## config.mk

```make
export PLATFORM = sky130hd
export DESIGN_NAME = regwrite_arbiter
export DESIGN_NICKNAME = d
export VERILOG_FILES = /design/src/rtl/regwrite_arbiter.sv
export SDC_FILE = /design/constraint.sdc
export NUM_CORES = 1
export LEC_CHECK = 0
export BUFFER_PORTS_ARGS = -buffer_cell sky130_fd_sc_hd__clkbuf_2
export CAP_MARGIN = 40
export CORE_ASPECT_RATIO = 2
export CORE_UTILIZATION = 34
export DETAILED_ROUTE_END_ITERATION = 8
export PLACE_DENSITY = 0.68
export SYNTH_ARGS = -nofsm -noshare
export SYNTH_HDL_FRONTEND = slang
export SYNTH_SLANG_ARGS = --single-unit
export TNS_END_PERCENT = 30
```

## constraint.sdc

```tcl
create_clock -name clk -period 1.1 [get_ports clk]
set_input_delay 0.165 -clock clk [delete_from_list [all_inputs] [get_ports clk]]
set_output_delay 0.165 -clock clk [all_outputs]
set_load 0.1 [all_outputs]
```

## src/rtl/regwrite_arbiter.sv

```systemverilog
// Two-requester register-file write arbiter with round-robin priority,
// one-cycle registered write port and a saturating dual-request counter.
module regwrite_arbiter #(
  parameter int DATA_W   = 64,
  parameter int ADDR_W   = 5,
  parameter int ZERO_REG = 31
) (
  input  logic              clk,
  input  logic              reset,
  input  logic              req0,
  input  logic              req1,
  input  logic [ADDR_W-1:0] addr0,
  input  logic [ADDR_W-1:0] addr1,
  input  logic [DATA_W-1:0] data0,
  input  logic [DATA_W-1:0] data1,
  input  logic              stall,
  input  logic              cnt_clr,
  output logic              ack0,
  output logic              ack1,
  output logic              wr_en,
  output logic [ADDR_W-1:0] wr_addr,
  output logic [DATA_W-1:0] wr_data,
  output logic              grant_id,
  output logic [3:0]        conflict_cnt
);

  logic              pri_q, pri_d;
  logic              wr_en_q, wr_en_d;
  logic [ADDR_W-1:0] wr_addr_q, wr_addr_d;
  logic [DATA_W-1:0] wr_data_q, wr_data_d;
  logic              grant_id_q, grant_id_d;
  logic [3:0]        conflict_cnt_q, conflict_cnt_d;

  logic              grant_ok;
  logic              grant;
  logic [ADDR_W-1:0] sel_addr;
  logic [DATA_W-1:0] sel_data;

  // Grant stage: pri only matters when both requesters compete.
  always_comb begin
    grant_ok = ~stall & ~reset;
    ack0     = grant_ok & req0 & (~req1 | ~pri_q);
    ack1     = grant_ok & req1 & (~req0 |  pri_q);
    grant    = ack0 | ack1;
    sel_addr = ack1 ? addr1 : addr0;
    sel_data = ack1 ? data1 : data0;
  end

  always_comb begin
    pri_d          = pri_q;
    wr_en_d        = 1'b0;
    wr_addr_d      = wr_addr_q;
    wr_data_d      = wr_data_q;
    grant_id_d     = grant_id_q;
    conflict_cnt_d = conflict_cnt_q;
    if (grant) begin
      pri_d      = ~ack1;
      wr_en_d    = (sel_addr != ADDR_W'(ZERO_REG));
      wr_addr_d  = sel_addr;
      wr_data_d  = sel_data;
      grant_id_d = ack1;
    end
    // Counts contention even while stalled; clear wins over increment.
    if (cnt_clr)
      conflict_cnt_d = 4'd0;
    else if (req0 && req1 && conflict_cnt_q != 4'd15)
      conflict_cnt_d = conflict_cnt_q + 4'd1;
  end

  // Write-port register stage.
  always_ff @(posedge clk) begin
    if (reset) begin
      pri_q          <= 1'b0;
      wr_en_q        <= 1'b0;
      wr_addr_q      <= '0;
      wr_data_q      <= '0;
      grant_id_q     <= 1'b0;
      conflict_cnt_q <= 4'd0;
    end else begin
      pri_q          <= pri_d;
      wr_en_q        <= wr_en_d;
      wr_addr_q      <= wr_addr_d;
      wr_data_q      <= wr_data_d;
      grant_id_q     <= grant_id_d;
      conflict_cnt_q <= conflict_cnt_d;
    end
  end

  assign wr_en        = wr_en_q;
  assign wr_addr      = wr_addr_q;
  assign wr_data      = wr_data_q;
  assign grant_id     = grant_id_q;
  assign conflict_cnt = conflict_cnt_q;

endmodule

```

==> metrics.cfg <==
[worst_setup_path]
rrSetupSlack_ps=-200
worst-path-max-fanout=3
critical_path_class=register to output port
ff2ff_path_depth=6
r2r_end=wr_data[61]
critPathLaunchType=register
r2r_start=pri_q
cp.arrival_ps=1190
critPathCaptureType=output port
required_ps=940

[die]
fp.dieW_um=75.2
chipHeight_um=148
placementRows=53
io_pins=221
coreArea_sq_um=10500
start_util_pct=34.8
dieArea_sq_um=11200

[status]
violations=negative setup slack
status=finished, violations left

[drt]
ant_nets=0
num_vias=4825
drtIter0Drc=352
viasPerCell=5.88
finalWirelength_um=16000
drc=0
first_pass_iters=7
wire_per_inst_um=19.5

[min_path]
hp-class=primary input to register
hold_end=wr_data[12]
hp-start=data1[12]
worstHoldPathCells=3

[place]
gp_congestion=0.880
io_buffers=220
hpwl_um=10900
dpl_cell_area_sq_um=6380

[yosys]
synth_largest_area_cell=dfxtp_1
yosysWarnings=0
syn_avg_cell_area_sq_um=8.01
netlist_instances=455
yosysSeqAreaShare_pct=41.7
ys_types=33
synthTopCellsByArea=dfxtp_1, a31oi_1, nand4_1
synth_nets=600
synth.ff_latch_count=76
synthesis.area_sq_um=3650
synth_top_area_share_pct=41.7

[global_route]
top_usage_layer=met2
grt_pass1_wl_um=24000
first_global_vias=4772
overflow=0
grt_max_degree=44
grt.total_usage_pct=28.3
use_met1_pct=29.8
use_met3_pct=5.56
gr-usage-met2_pct=50.4
antenna_found_initial=0

[sta]
setup_ws_ps=-253
relSlewSlack_pct=72.9
period_share_pct=123
skew_ps=6.85
fmax_ghz=0.739
tns_ps=-6780
rsz0062_at_grt=yes
finalSetupViolCount=78
hold_viol=0
period_needed_ps=1350
slew_violations=0
worst_pin_slew_ps=406

[final_layout]
nFillCells=801
drive_gt1_share_pct=52.5
final_cell_area_sq_um=7130
fin_nets=824
diodes=0
syn2layout_area_growth_pct=95.5

[clocking]
clk-insertion-delay-late_ps=340
cts_max_level=3
cts-buffers-inserted=9
cts_tree=built
clkSlewWorstSetupHoldPaths_ps=60
cts_buffer_depth=2
cts-root-buf=clkbuf_16
cts_sinks=76

[run]
max_cap_viol_count=0

[pwr]
power.density_nw_per_um2=1260
leakage_uw=0.00275
vdd_drop_max_v=0.00121

[routing by layer]
metal  part of all wire (%)  wire length (um)
met4                    4.3               690
met3                    6.9              1110
met1                     33              5280
met2                     56              8900
met5                      0                 0
[cell type report]
type                    count  area [sq um]  share of cell area, %
repair buffers            273          3010                   42.2
clock buffers              11           233                   3.26
multi-input cells         315          2050                   28.7
inverters                   4          18.8                  0.263
well taps                 137           171                   2.40
clock inverters             5          77.6                   1.09
flip-flops and latches     76          1570                   22.0
[worst max-delay path, cell delays in order, from the launching register on]
cell	delay, ps
dfxtp_2	330
buf_6	110
nand2_4	50
and3_4	180
buf_12	170
[worst max-delay path by stage]
stage                                from  depth (start not counted)  slack, ps               to
final                               pri_q                          4       -250             ack0
after floorplan           conflict_cnt[1]                          4       -260  conflict_cnt[1]
after global routing                pri_q                          4       -280             ack0
after global placement              reset                          4       -190       wr_addr[3]
after CTS                           pri_q                          4       -260             ack0
after detailed placement            reset                          5       -220      wr_data[45]
[registers in the layout (all words and copies together), names as in the netlist]
signal / cells
wr_en: 1
wr_addr: 5
grant_id: 1
conflict_cnt: 4
wr_data: 64
pri_q: 1
[logic make-up (layout without fill, tap and decap cells)]
logic type,count (synthesis),after routing,share of synthesized area (%)
compound gates,160,160,25.5
fa+ha+maj,1,1,0.343
buf+inv,64,293,7.89
flops,76,76,41.7
simple gates,154,154,24.5
[stage by stage]
stage / util [%] / hold slack, ps / cells / power (uW) / worst slack [ps]
after floorplan: - / 319 / 455 / 4550 / -259
after global placement: 60.9 / 408 / 790 / 5660 / -188
after detailed placement: 60.9 / 418 / 790 / 5710 / -220
after CTS: 66.3 / 63.9 / 817 / 8940 / -259
after global routing: 68.0 / 75.6 / 821 / 9290 / -285
final: 68.0 / 72.5 / 821 / 9000 / -253
[timing repair]
action                                  CTS  global route
gates cloned                              5             3
resized for setup                        26            23
buffers inserted                          6             1
pin swaps                                19            21
hold buffers                              0             0
endpoints found under the setup margin   76            91
[placed cells by master, fill, tap and decap left out, types with 3 or more instances in the layout]
cell type  instances
a21oi_1           13
a311oi_2           8
a31oi_1           60
buf_12            90
buf_16             4
buf_4             23
buf_6              9
clkbuf_16         12
clkbuf_2         143
dfxtp_1           45
dfxtp_2           27
dfxtp_4            4
inv_1              3
nand3_1           56
nand3_2           15
nand4_1           61
o21ai_0            3
o21ai_1           69
or3b_1             3
[cells in the mapped netlist]
cell / number
nand4_1: 61
or2_1: 3
o21ai_1: 68
a21oi_1: 14
o311a_1: 1
or3_1: 2
nor2_2: 2
dfxtp_1: 76
nor3b_4: 1
or3b_1: 3
clkbuf_1: 25
buf_4: 2
buf_6: 1
nor3b_1: 1
ha_1: 1
nor2b_1: 1
nor3_1: 1
o211ai_2: 1
buf_1: 6
a311oi_1: 9
nand2b_1: 1
a31oi_1: 61
a31o_1: 1
and4_1: 1
and3_1: 2
buf_2: 25
nand2_1: 3
o21ai_0: 4
nor2_4: 1
clkbuf_2: 1
o31ai_1: 1
inv_1: 4
nand3_1: 71
[power breakdown]
group | leakage, uW | switching, uW | internal (uW)
combinational | 0.00197 | 1720 | 1110
clock | 0.000150 | 1140 | 1980
sequential | 0.000635 | 147 | 2890
total | 0.00275 | 3010 | 5990
Note: power is estimated with default switching activity, not from simulation.
